## src/rtl/ysyx_22040088_lsu_pkg.sv

```systemverilog
// ---------------------------------------------------------------------------
// ysyx_22040088_lsu_pkg
// Shared definitions for the load/store unit:
//   - mem_mask one-hot size encodings (MASK_D/W/H/B)
//   - sel_rfres bit indices for signed / unsigned loads
//   - LSU FSM state encoding and internal access-size encoding
//   - helpers to decode the size mask and check natural alignment
// ---------------------------------------------------------------------------
package ysyx_22040088_lsu_pkg;

  localparam int XLEN = 64;

  // mem_mask encodings (one-hot)
  localparam logic [3:0] MASK_D = 4'b0001;  // 8 bytes
  localparam logic [3:0] MASK_W = 4'b0010;  // 4 bytes
  localparam logic [3:0] MASK_H = 4'b0100;  // 2 bytes
  localparam logic [3:0] MASK_B = 4'b1000;  // 1 byte

  // sel_rfres bit positions
  localparam int SEL_SIGNED   = 1;
  localparam int SEL_UNSIGNED = 2;

  typedef enum logic [1:0] {
    LSU_IDLE = 2'd0,
    LSU_REQ  = 2'd1,
    LSU_WAIT = 2'd2,
    LSU_DONE = 2'd3
  } lsu_state_e;

  // log2 of the access size in bytes
  typedef enum logic [1:0] {
    SIZE_B = 2'd0,
    SIZE_H = 2'd1,
    SIZE_W = 2'd2,
    SIZE_D = 2'd3
  } lsu_size_e;

  function automatic logic mask_legal(input logic [3:0] mask);
    return (mask == MASK_D) || (mask == MASK_W) ||
           (mask == MASK_H) || (mask == MASK_B);
  endfunction

  // Illegal masks decode to SIZE_D; they never reach the bus anyway.
  function automatic lsu_size_e mask_to_size(input logic [3:0] mask);
    lsu_size_e size;
    case (mask)
      MASK_B:  size = SIZE_B;
      MASK_H:  size = SIZE_H;
      MASK_W:  size = SIZE_W;
      default: size = SIZE_D;
    endcase
    return size;
  endfunction

  function automatic logic misaligned(input lsu_size_e size, input logic [2:0] off);
    logic bad;
    case (size)
      SIZE_H:  bad = off[0];
      SIZE_W:  bad = |off[1:0];
      SIZE_D:  bad = |off;
      default: bad = 1'b0;
    endcase
    return bad;
  endfunction

endpackage

```

## src/rtl/ysyx_22040088_lsu_align.sv

```systemverilog
// ---------------------------------------------------------------------------
// ysyx_22040088_lsu_align
// Purely combinational byte-lane steering for a 64-bit aligned data bus.
//   offset    in  3 : byte offset of the access inside the 8-byte word
//   size      in  2 : access size (lsu_size_e)
//   is_signed in  1 : sign-extend the load result (else zero-extend)
//   st_data   in 64 : right-justified store data
//   st_wstrb  out 8 : byte strobes for the store
//   st_wdata  out 64: store data shifted to its lanes
//   ld_rdata  in 64 : raw bus read data
//   ld_result out 64: extracted and extended load value
// ---------------------------------------------------------------------------
module ysyx_22040088_lsu_align
  import ysyx_22040088_lsu_pkg::*;
(
  input  logic [2:0]  offset,
  input  lsu_size_e   size,
  input  logic        is_signed,
  input  logic [63:0] st_data,
  output logic [7:0]  st_wstrb,
  output logic [63:0] st_wdata,
  input  logic [63:0] ld_rdata,
  output logic [63:0] ld_result
);

  logic [5:0]  shamt;
  logic [7:0]  size_strb;
  logic [63:0] raw;

  assign shamt = {offset, 3'b000};

  always_comb begin
    size_strb = 8'h00;
    case (size)
      SIZE_B:  size_strb = 8'h01;
      SIZE_H:  size_strb = 8'h03;
      SIZE_W:  size_strb = 8'h0F;
      default: size_strb = 8'hFF;
    endcase
  end

  // Aligned accesses never push strobes past bit 7, so the 8-bit shift is exact.
  assign st_wstrb = size_strb << offset;
  assign st_wdata = st_data << shamt;

  assign raw = ld_rdata >> shamt;

  always_comb begin
    ld_result = raw;
    case (size)
      SIZE_B:  ld_result = is_signed ? {{56{raw[7]}},  raw[7:0]}  : {56'd0, raw[7:0]};
      SIZE_H:  ld_result = is_signed ? {{48{raw[15]}}, raw[15:0]} : {48'd0, raw[15:0]};
      SIZE_W:  ld_result = is_signed ? {{32{raw[31]}}, raw[31:0]} : {32'd0, raw[31:0]};
      default: ld_result = raw;
    endcase
  end

endmodule

```

## src/rtl/ysyx_22040088_lsu.sv

```systemverilog
// ---------------------------------------------------------------------------
// ysyx_22040088_lsu
// Multi-cycle load/store unit: one decoded memory instruction becomes exactly
// one transaction on a 64-bit aligned request/response bus. The core is
// stalled until the transaction completes.
//   clk, rst_n          : clock, asynchronous active-low reset
//   mem_ena/mem_wen     : memory instruction present / store
//   mem_mask            : one-hot access size
//   sel_rfres           : bit1 signed load, bit2 unsigned load
//   addr, wdata         : effective address, right-justified store data
//   lsu_stall           : hold the pipeline
//   lsu_done            : one-cycle completion pulse
//   lsu_rdata, lsu_err  : load result / misalignment or bad mask, with done
//   bus_req_valid/ready : request handshake
//   bus_addr/wen/wstrb/wdata : request fields
//   bus_rsp_valid/rdata : response (read data or write ack)
// ---------------------------------------------------------------------------
module ysyx_22040088_lsu
  import ysyx_22040088_lsu_pkg::*;
(
  input  logic        clk,
  input  logic        rst_n,
  input  logic        mem_ena,
  input  logic        mem_wen,
  input  logic [3:0]  mem_mask,
  input  logic [2:0]  sel_rfres,
  input  logic [63:0] addr,
  input  logic [63:0] wdata,
  output logic        lsu_stall,
  output logic        lsu_done,
  output logic [63:0] lsu_rdata,
  output logic        lsu_err,
  output logic        bus_req_valid,
  input  logic        bus_req_ready,
  output logic [63:0] bus_addr,
  output logic        bus_wen,
  output logic [7:0]  bus_wstrb,
  output logic [63:0] bus_wdata,
  input  logic        bus_rsp_valid,
  input  logic [63:0] bus_rdata
);

  lsu_state_e  state;
  logic [2:0]  offset_reg;
  lsu_size_e   size_reg;
  logic        signed_reg;
  logic        wen_reg;
  logic [63:0] addr_reg;
  logic [63:0] wdata_reg;
  logic [63:0] rdata_reg;
  logic        err_reg;
  logic        done_reg;
  logic        req_valid_reg;

  lsu_size_e   req_size;
  logic        req_err;
  logic [7:0]  st_wstrb;
  logic [63:0] st_wdata;
  logic [63:0] ld_result;
  logic        unused_sel;

  // sel_rfres[0] selects the ALU result elsewhere; it has no meaning here.
  assign unused_sel = sel_rfres[0];

  assign req_size = mask_to_size(mem_mask);
  assign req_err  = ~mask_legal(mem_mask) | misaligned(req_size, addr[2:0]);

  // Lane steering works from registered fields, so bus fields stay stable
  // for the whole request phase regardless of what the core does.
  ysyx_22040088_lsu_align u_align (
    .offset    (offset_reg),
    .size      (size_reg),
    .is_signed (signed_reg),
    .st_data   (wdata_reg),
    .st_wstrb  (st_wstrb),
    .st_wdata  (st_wdata),
    .ld_rdata  (bus_rdata),
    .ld_result (ld_result)
  );

  always_ff @(posedge clk or negedge rst_n) begin
    if (!rst_n) begin
      state         <= LSU_IDLE;
      offset_reg    <= 3'd0;
      size_reg      <= SIZE_B;
      signed_reg    <= 1'b0;
      wen_reg       <= 1'b0;
      addr_reg      <= 64'd0;
      wdata_reg     <= 64'd0;
      rdata_reg     <= 64'd0;
      err_reg       <= 1'b0;
      done_reg      <= 1'b0;
      req_valid_reg <= 1'b0;
    end else begin
      case (state)
        LSU_IDLE: begin
          if (mem_ena) begin
            offset_reg <= addr[2:0];
            size_reg   <= req_size;
            // signed wins if both bits are ever set together
            signed_reg <= sel_rfres[SEL_SIGNED] | ~sel_rfres[SEL_UNSIGNED] & 1'b0;
            // a rejected access never shows write intent on the bus
            wen_reg    <= mem_wen & ~req_err;
            addr_reg   <= {addr[63:3], 3'b000};
            wdata_reg  <= mem_wen ? wdata : 64'd0;
            rdata_reg  <= 64'd0;
            err_reg    <= req_err;
            if (req_err) begin
              done_reg <= 1'b1;
              state    <= LSU_DONE;
            end else begin
              req_valid_reg <= 1'b1;
              state         <= LSU_REQ;
            end
          end
        end
        LSU_REQ: begin
          if (bus_req_ready) begin
            req_valid_reg <= 1'b0;
            state         <= LSU_WAIT;
          end
        end
        LSU_WAIT: begin
          if (bus_rsp_valid) begin
            rdata_reg <= wen_reg ? 64'd0 : ld_result;
            done_reg  <= 1'b1;
            state     <= LSU_DONE;
          end
        end
        LSU_DONE: begin
          done_reg <= 1'b0;
          state    <= LSU_IDLE;
        end
        default: state <= LSU_IDLE;
      endcase
    end
  end

  assign lsu_stall     = mem_ena & ~done_reg;
  assign lsu_done      = done_reg;
  assign lsu_rdata     = rdata_reg;
  assign lsu_err       = err_reg;
  assign bus_req_valid = req_valid_reg;
  assign bus_addr      = addr_reg;
  assign bus_wen       = wen_reg;
  assign bus_wstrb     = wen_reg ? st_wstrb : 8'h00;
  assign bus_wdata     = st_wdata;

endmodule

```

## config.mk

```make
export PLATFORM = sky130hd
export DESIGN_NAME = ysyx_22040088_lsu
export DESIGN_NICKNAME = d
export VERILOG_FILES = /design/src/rtl/ysyx_22040088_lsu_pkg.sv /design/src/rtl/ysyx_22040088_lsu_align.sv /design/src/rtl/ysyx_22040088_lsu.sv
export SDC_FILE = /design/constraint.sdc
export NUM_CORES = 1
export LEC_CHECK = 0
export BUFFER_PORTS_ARGS = -buffer_cell sky130_fd_sc_hd__buf_4
export CORE_AREA = 2 2 159 161
export CTS_CLUSTER_DIAMETER = 120
export DETAILED_ROUTE_END_ITERATION = 16
export DIE_AREA = 0 0 161 163
export PLACE_DENSITY_LB_ADDON = 0.08
export RECOVER_POWER = 25
export SYNTH_ARGS = -nofsm -noshare
export SYNTH_HDL_FRONTEND = slang
export SYNTH_SLANG_ARGS = --single-unit
```

## constraint.sdc

```tcl
create_clock -name clk -period 5.1 [get_ports clk]
set_input_delay 0 -clock clk [delete_from_list [all_inputs] [get_ports clk]]
set_output_delay 0 -clock clk [all_outputs]
set_load 0.05 [all_outputs]
```

==> results of run 1 <==
where the power goes:
part,switching [mW],internal (mW)
Combinational,5.02,2.35
Sequential,0.699,2.21
Clock,0.695,0.997
final cells by class:
type | instances | area share, %
flip-flops and latches | 201 | 30.4
repair buffers | 567 | 26.6
clock inverters | 3 | 0.181
diodes | 2 | 0.0302
well taps | 330 | 2.49
clock buffers | 39 | 4.51
inverters | 8 | 0.181
multi-input cells | 919 | 35.6
worst min-delay path, stage by stage:
cell	delay, ns
buf_4	0.08
mux2i_1	0.09
nand2_1	0.08
a32oi_1	0.09
o211ai_1	0.15
logic make-up (layout without fill, tap and decap cells):
family,after synthesis,in the layout,share of synthesized area [%]
buffers and inverters,114,617,4.22
AND/OR/NAND/NOR,389,389,14.2
other,1,5,0.0330
flip-flops,201,201,44.2
adder cells (fa/ha/maj),5,5,0.550
AO/OA/AOI/OAI,312,312,16.2
multiplexers,208,208,20.4
XOR/XNOR,2,2,0.154
final timing paths:
check,to,from,cells past startpoint
max,bus_wdata[51],offset_reg[1],6
min,lsu_rdata[30],bus_rdata[38],5
max reg2reg,lsu_rdata[51],offset_reg[1],5
min reg2reg,wdata_reg[51],wdata_reg[51],2
max in group asynchronous,bus_addr[30],rst_n,3
min in group asynchronous,lsu_rdata[4],rst_n,2
placed cells by master (no fill, tap or decap), types with 5 or more instances in the layout:
cell	count
nor2b_1	9
nand3_1	12
nand2b_1	14
nor2_1	86
a2bb2oi_1	7
a211oi_1	9
mux2_2	98
and2_1	16
nand2_1	235
clkbuf_1	71
mux2i_1	101
ha_1	5
buf_4	348
o22ai_1	9
clkbuf_8	10
a32oi_1	7
dfrtp_1	198
o221ai_1	7
clkbuf_16	24
dlygate4sd3_1	152
a21oi_1	77
o211ai_1	8
a221o_1	7
o31ai_2	7
mux4_2	9
o21ai_0	156
inv_1	7
metal layers:
metal  part of all wire [%]  routed length, µm  vias to the layer above  GRT usage (%)
met4                    4.5               1910                        0           14.3
li1                       -                  -                     5303              -
met2                     51              21700                      458           56.0
met3                    6.6               2780                      111           5.53
met5                      0                  0                        -              0
met1                     38              15900                     5413           36.7
stage by stage:
stage	hold slack, ns	utilization, %	instance area [µm²]
2_1_floorplan	-0.296	-	11400
3_3_place_gp	0.0950	58.8	14500
3_5_place_dp	0.0931	58.8	14500
4_1_cts	0.00742	68.2	16800
5_1_grt	0.0533	67.2	16600
6_report	0.0250	67.2	16600
==> results.sh, run 1 <==
export IMPL_status="complete, no violations"
export IMPL_path_class="reg -> out"
export IMPL_dieArea_um2=26200
export IMPL_fp_dieH_um=163
export IMPL_tns_ns=0
export IMPL_numCtsBuffers=24
export IMPL_ys_ff_latch=201
export IMPL_finalPower_mw=12.0
export IMPL_power_density_nw_per_um2=723
export IMPL_antenna_found_initial=1
export IMPL_crit_chain="buf_4 -> nor2b_1 -> buf_4 -> a21oi_1 -> a21oi_1 -> buf_4"
export IMPL_synthDistinctLibCells=54
export IMPL_viasPerCell=5.45
export IMPL_rsz0062_at_grt="false"
export IMPL_seqCellArea_um2=5040
export IMPL_fin_crit_ns=3.68
export IMPL_cts_root_buf="clkbuf_16"
export IMPL_globalRouteTotalUtil_pct=31.3
export IMPL_cts_buffer_depth=3
export IMPL_cp_num_buf_inv=3
export IMPL_clock_skew_ns=0.0102
export IMPL_crit_path_frequent_cell="buf_4"
export IMPL_worstPathArrival_ns=3.68
export IMPL_nNetsFinal=1931
export IMPL_gr_total_overflow=0
export IMPL_slew_viol_final=0
export IMPL_wl_mm=42.3
export IMPL_io_pins=410
export IMPL_synth_most_common_cell="nand2_1"
export IMPL_synth_flop_cell="dfrtp_1"
export IMPL_dieWidth_um=161
export IMPL_slew_headroom_pct=17.2
export IMPL_ys_seq_area_share_pct=44.2
export IMPL_setup_ws_ns=1.42
export IMPL_worst_pin_slew_ns=1.24
export IMPL_fmax_mhz=272
export IMPL_cts_hold_fix_buffers=152
export IMPL_vias=11285
export IMPL_syn_area_per_cell_um2=9.23
export IMPL_postCtsSetupBuffers=0
export IMPL_critPathMaxStageDelay_ns=0.97
export IMPL_period_share_pct=72.2
export IMPL_clock_latency_ns=0.52
export IMPL_timing_final_hold_violations=0
export IMPL_cts_tree="built"
export IMPL_drv_cap=0
export IMPL_leakage_nw=7.72
export IMPL_syn_area_um2=11400
export IMPL_preCtsSetupSlack_ns=1.62
export IMPL_place_congestion=0.918
export IMPL_wire_per_inst_um=20.5
export IMPL_fin_cells=2069
export IMPL_grt_pass1_vias=11531
export IMPL_setup_viol=0
export IMPL_crit_path_top_delay_cell="dfrtp_4"
export IMPL_syn_to_final_growth_pct=45.7
export IMPL_grt_max_degree=116
export IMPL_synth_top_cell_area_share_pct=44.2
export IMPL_port_buffers=404
export IMPL_peakVddDrop_mv=0.700
export IMPL_drtIter0Drc=712
export IMPL_rows=58
export IMPL_cts_htree_levels=1
export IMPL_crit_path_end_kind="output pin"
export IMPL_hold_class="in -> reg"
export IMPL_grt_pass1_wl_mm=64.0
export IMPL_yosys_top_cells_count="236 x nand2_1, 201 x dfrtp_1, 156 x o21ai_0"
export IMPL_cts_resized=0
export IMPL_ys_top_cells_by_area="dfrtp_1 44%, mux2_2 9.7%, mux2i_1 8.9%"
export IMPL_hpwl_mm=28.4
export IMPL_synth_edff_count=0
export IMPL_drive_above_1_share_pct=29.6
export IMPL_clkTransAtPathRegs_ns=0.06
export IMPL_cp_max_fo=62
export IMPL_ant_nets=0
export IMPL_route_detailed_drc=0
export IMPL_ys_warn_count=0
export IMPL_yosysTopAreaCell="dfrtp_1"
export IMPL_synth_cells=1232
export IMPL_cts_sinks=201
export IMPL_coreArea_um2=24700
export IMPL_cp_required_ns=5.10
export IMPL_post_place_cells=1873
export IMPL_start_util_pct=46.1
export IMPL_reg2reg_slack_ns=1.61
export IMPL_start_kind="register"
export IMPL_first_pass_iters=6
export IMPL_fillers=2067
export IMPL_path_delay_family="buffers and inverters"
export IMPL_async_reset_ff_share_pct=100
export IMPL_multi_input_area_um2=5900
Power figures use the tool's default switching activity.
==> run 2: changes to the inputs <==
==> constraint.sdc (replaced) <==
create_clock -name clk -period 3.8 [get_ports clk]
set_input_delay 0 -clock clk [delete_from_list [all_inputs] [get_ports clk]]
set_output_delay 0 -clock clk [all_outputs]
set_load 0.05 [all_outputs]
==> results.sh, run 2 (same netlist as run 1, synthesis figures left out) <==
export IMPL_peakVddDrop_mv=0.886
export IMPL_wl_mm=42.9
export IMPL_timing_final_hold_violations=0
export IMPL_fp_dieH_um=163
export IMPL_viasPerCell=5.48
export IMPL_numCtsBuffers=23
export IMPL_slew_headroom_pct=26.4
export IMPL_cts_root_buf="clkbuf_16"
export IMPL_drive_above_1_share_pct=31.4
export IMPL_power_density_nw_per_um2=978
export IMPL_first_pass_iters=5
export IMPL_crit_path_end_kind="output pin"
export IMPL_cp_max_fo=116
export IMPL_globalRouteTotalUtil_pct=31.6
export IMPL_fin_crit_ns=3.15
export IMPL_route_detailed_drc=0
export IMPL_drtIter0Drc=770
export IMPL_drv_cap=0
export IMPL_start_kind="register"
export IMPL_leakage_nw=7.88
export IMPL_ant_nets=0
export IMPL_hold_class="in -> reg"
export IMPL_fmax_mhz=317
export IMPL_timing_hold_ws_ns=0.0348
export IMPL_io_pins=410
export IMPL_cp_required_ns=3.80
export IMPL_dieWidth_um=161
export IMPL_clock_latency_ns=0.52
export IMPL_final_common_cell="buf_4"
export IMPL_gr_total_overflow=0
export IMPL_cts_sinks=201
export IMPL_syn_to_final_growth_pct=47.4
export IMPL_path_class="reg -> out"
export IMPL_setup_viol=0
export IMPL_cts_buffer_depth=3
export IMPL_place_congestion=0.900
export IMPL_slew_viol_final=0
export IMPL_nNetsFinal=1936
export IMPL_rows=58
export IMPL_period_share_pct=82.9
export IMPL_vias=11376
export IMPL_grt_max_degree=117
export IMPL_rsz0062_at_grt="false"
export IMPL_grt_pass1_wl_mm=64.6
export IMPL_status="complete, no violations"
export IMPL_coreArea_um2=24700
export IMPL_finalPower_mw=16.4
export IMPL_cts_resized=0
export IMPL_cts_tree="built"
export IMPL_start_util_pct=46.1
export IMPL_final_cell_mix="378 x buf_4, 235 x nand2_1, 198 x dfrtp_1"
export IMPL_worstPathArrival_ns=3.15
export IMPL_postCtsSetupBuffers=0
export IMPL_clock_skew_ns=0.0171
export IMPL_cts_hold_fix_buffers=150
export IMPL_port_buffers=404
export IMPL_clkTransAtPathRegs_ns=0.06
export IMPL_worst_pin_slew_ns=1.10
export IMPL_antenna_found_initial=2
export IMPL_tns_ns=0
export IMPL_grt_pass1_vias=11447
export IMPL_hpwl_mm=28.8
export IMPL_cts_htree_levels=1
export IMPL_dieArea_um2=26200
export IMPL_wire_per_inst_um=20.7
-- run 2: cell count changes in the layout (fill, tap and decap cells not counted), sizes merged --
| cell | change |
|---|---|
| clkinv | +3 |
| buf | +32 |
| inv | +1 |
| dlygate4sd3 | -2 |
| bufinv | +5 |
| clkbuf | -33 |
-- run 2: critical path, stage by stage, from the launching register on --
cell and delay [ns]:
dfrtp_4 0.71, buf_12 0.36, nor2_1 0.85, nand3_1 0.14, o21ai_0 0.23, buf_4 0.29
-- run 2: cell type report --
| class | count | area, µm² |
|---|---|---|
| clock buffers | 30 | 622 |
| well taps | 330 | 413 |
| fillers | 2008 | 7900 |
| flip-flops and latches | 201 | 5040 |
| diodes | 2 | 5.00 |
| clock inverters | 12 | 193 |
| multi-input cells | 919 | 5900 |
| repair buffers | 573 | 4570 |
| inverters | 8 | 30.0 |
-- run 2: final timing paths --
| check | cells after the start | slack [ns] | startpoint | end |
|---|---|---|---|---|
| setup / recovery | 5 | 0.65 | offset_reg[0] | bus_wdata[35] |
| min in group asynchronous | 2 | 0.16 | rst_n | lsu_rdata[2] |
| hold reg to reg | 2 | 0.48 | lsu_rdata[49] | lsu_rdata[49] |
| max in group asynchronous | 3 | 2.63 | rst_n | wdata_reg[19] |
| setup reg to reg | 5 | 0.86 | offset_reg[1] | lsu_rdata[12] |
| hold / removal | 3 | 0.03 | mem_wen | wdata_reg[61] |
-- run 2: power breakdown --
| group | leakage, nW | switching, mW | total (mW) | internal, mW |
|---|---|---|---|---|
| registers | 2.56 | 0.908 | 3.88 | 2.97 |
| logic | 4.91 | 6.81 | 10.1 | 3.29 |
| clock network | 0.403 | 0.936 | 2.43 | 1.50 |
| total | 7.88 | 8.65 | 16.4 | 7.76 |
-- run 2: layer usage --
metal / share of wire, % / global-route usage [%]
met3: 6.2 / 5.32
met5: 0 / 0
met4: 5.8 / 16.3
met2: 51 / 56.4
met1: 37 / 36.5
-- run 2: metrics by stage --
step / std cells / util (%) / worst slack [ns] / cell area (µm²)
final: 2075 / 68.0 / 0.650 / 16800
after detailed placement: 1881 / 59.2 / 0.982 / 14600
after global placement: 1881 / 59.2 / 1.01 / 14600
after CTS: 2073 / 68.6 / 0.685 / 16900
after global routing: 2075 / 68.0 / 0.497 / 16800
after floorplan: 1234 / - / 1.15 / 11400
==> run 3: changes to the inputs <==
--- a/config.mk
+++ b/config.mk
@@ -6,10 +6,10 @@
 export NUM_CORES = 1
 export LEC_CHECK = 0
 export BUFFER_PORTS_ARGS = -buffer_cell sky130_fd_sc_hd__buf_4
-export CORE_AREA = 2 2 159 161
+export CORE_MARGIN = 1.5
+export CORE_UTILIZATION = 46
 export CTS_CLUSTER_DIAMETER = 120
 export DETAILED_ROUTE_END_ITERATION = 16
-export DIE_AREA = 0 0 161 163
 export PLACE_DENSITY_LB_ADDON = 0.08
 export RECOVER_POWER = 25
 export SYNTH_ARGS = -nofsm -noshare
==> constraint.sdc (replaced) <==
create_clock -name clk -period 2.6 [get_ports clk]
set_input_delay 0 -clock clk [delete_from_list [all_inputs] [get_ports clk]]
set_output_delay 0 -clock clk [all_outputs]
set_load 0.05 [all_outputs]
==> results.sh, run 3 (same netlist as run 1, synthesis figures left out) <==
export IMPL_status="complete, no violations"
export IMPL_leakage_nw=8.22
export IMPL_final_area_um2=17300
export IMPL_path_class="reg -> out"
export IMPL_cp_num_buf_inv=3
export IMPL_viasPerCell=5.57
export IMPL_syn_to_final_growth_pct=51.8
export IMPL_port_buffers=404
export IMPL_ant_nets=0
export IMPL_fillers=1852
export IMPL_final_common_cell="buf_4"
export IMPL_vias=11673
export IMPL_gr_total_overflow=0
export IMPL_cts_root_buf="clkbuf_16"
export IMPL_route_detailed_drc=0
export IMPL_cts_sinks=201
export IMPL_peakVddDrop_mv=1.07
export IMPL_drive_above_1_share_pct=35.0
export IMPL_nNetsFinal=1966
export IMPL_critPathMaxStageDelay_ns=0.52
export IMPL_timing_final_hold_violations=0
export IMPL_multi_input_area_um2=5940
export IMPL_drtIter0Drc=968
export IMPL_grt_pass1_vias=11635
export IMPL_switching_share_pct=52.1
export IMPL_io_pins=410
export IMPL_rsz0062_at_grt="false"
export IMPL_crit_path_end_kind="output pin"
export IMPL_crit_chain="buf_4 -> buf_16 -> mux2_2 -> nor2_1 -> a21oi_1 -> nand2_1 -> o21ai_1 -> buf_4"
export IMPL_power_frac_comb_pct=64.3
export IMPL_rr_endpoint="lsu_rdata[55]"
export IMPL_fp_dieH_um=160
export IMPL_grt_pass1_wl_mm=66.9
export IMPL_wire_per_inst_um=21.0
export IMPL_path_delay_family="buffers and inverters"
export IMPL_dieWidth_um=160
export IMPL_r2r_cells=6
export IMPL_crit_path_frequent_cell="buf_4"
export IMPL_cts_buffer_depth=3
export IMPL_place_area_um2=14900
export IMPL_internal_power_mw=11.8
export IMPL_slew_headroom_pct=3.34
export IMPL_seqCellArea_um2=5040
export IMPL_r2r_start="offset_reg[1]"
export IMPL_post_place_cells=1900
export IMPL_worstPathArrival_ns=2.52
export IMPL_grt_max_degree=149
export IMPL_fin_cells=2096
export IMPL_slew_viol_final=0
export IMPL_cp_max_fo=47
export IMPL_crit_path_top_delay_cell="dfrtp_4"
export IMPL_p_clk_share_pct=13.7
export IMPL_clock_latency_ns=0.53
export IMPL_reg2reg_slack_ns=0.17
export IMPL_p_seq_share_pct=22.0
export IMPL_finalPower_mw=24.7
export IMPL_hold_class="in -> reg"
export IMPL_final_cell_mix="436 x buf_4, 235 x nand2_1, 198 x dfrtp_1"
export IMPL_dieArea_um2=25700
export IMPL_fmax_mhz=397
export IMPL_worst_pin_slew_ns=1.45
export IMPL_clock_skew_ns=0.0253
export IMPL_antenna_found_initial=1
export IMPL_period_share_pct=96.9
export IMPL_worstHoldPathCells=5
export IMPL_cts_htree_levels=1
export IMPL_place_congestion=0.967
export IMPL_power_density_nw_per_um2=1430
export IMPL_fin_crit_ns=2.52
export IMPL_preCtsSetupSlack_ns=-0.0727
export IMPL_numCtsBuffers=24
export IMPL_coreArea_um2=24300
export IMPL_clkTransAtPathRegs_ns=0.06
export IMPL_start_kind="register"
export IMPL_first_pass_iters=5
export IMPL_worstHoldStart="bus_rdata[40]"
export IMPL_cts_tree="built"
export IMPL_post_route_util_pct=71.0
export IMPL_setup_ws_ns=0.0797
export IMPL_globalRouteTotalUtil_pct=33.5
export IMPL_wl_mm=44.1
export IMPL_cp_required_ns=2.60
export IMPL_start_util_pct=46.8
export IMPL_rows=57
export IMPL_hold_path_end="lsu_rdata[24]"
export IMPL_hpwl_mm=29.4
export IMPL_setup_viol=0
export IMPL_power_net_switching_mw=12.9
export IMPL_drv_cap=0
==> run 3: changes by cell type in the layout (fill, tap and decap cells not counted), moves of 2 or more <==
cell	delta
buf_4	+58
clkbuf_1	-42
o21ai_0	-6
o21ai_1	+6
buf_12	+4
bufinv_16	-3
buf_16	+2
clkbuf_16	+2
clkbuf_2	+2
clkbuf_8	+2
==> run 3: cell type report <==
type,instances,share of cell area [%]
multi-input combinational,920,34.4
timing repair buffer,601,29.3
antenna,1,0.0145
clock buffer,33,3.96
inverter,8,0.174
clock inverter,8,0.601
tap,324,2.35
sequential,201,29.2
==> run 3: timing repair <==
item | in CTS | in global routing
gates cloned | 2 | 1
resized for setup | 1 | 6
buffers inserted | 0 | 1
pin swaps | 1 | 1
setup endpoints to repair | 29 | 46
hold buffers | 150 | 0
endpoints found under the hold margin | 345 | 0
==> run 3: worst max-delay path by stage <==
stage,from,end,slack [ns],depth (start not counted)
floorplan,offset_reg[1],bus_wdata[56],0.02,9
global placement,offset_reg[1],lsu_rdata[50],-0.04,7
detailed placement,offset_reg[1],lsu_rdata[34],-0.07,7
CTS,offset_reg[1],lsu_rdata[27],0.004,7
global route,offset_reg[1],bus_wdata[63],0.03,6
finish,offset_reg[1],bus_wdata[62],0.08,8
==> run 3: worst min-delay path, stage by stage <==
cell,delay [ns]
buf_4,0.10
mux2i_1,0.09
nand2b_1,0.08
a32oi_1,0.09
o211ai_1,0.15
==> run 3: power groups by stage <==
| stage | Combinational (mW) | Clock [mW] | Sequential, mW |
|---|---|---|---|
| 2_1_floorplan | 8.11 | 0 | 7.70 |
| 3_3_place_gp | 15.2 | 0 | 5.33 |
| 3_5_place_dp | 15.3 | 0 | 5.37 |
| 4_1_cts | 15.6 | 3.43 | 5.35 |
| 5_1_grt | 16.7 | 3.54 | 5.57 |
| 6_report | 15.9 | 3.38 | 5.44 |
==> run 3: per-layer routing <==
| metal | wire length [µm] | track usage (%) | vias up |
|---|---|---|---|
| li1 | - | - | 5354 |
| met1 | 17800 | 43.6 | 5578 |
| met2 | 20600 | 55.2 | 621 |
| met3 | 3900 | 6.81 | 120 |
| met4 | 1830 | 12.8 | 0 |
| met5 | 0 | 0 | - |
==> run 3: stage by stage <==
step	hold slack [ns]	setup TNS, ns
6_report	0.0447	0
5_1_grt	0.0614	0
4_1_cts	0.0112	0
3_5_place_dp	0.000764	-0.539
3_3_place_gp	-0.00363	-0.331
2_1_floorplan	-0.296	0
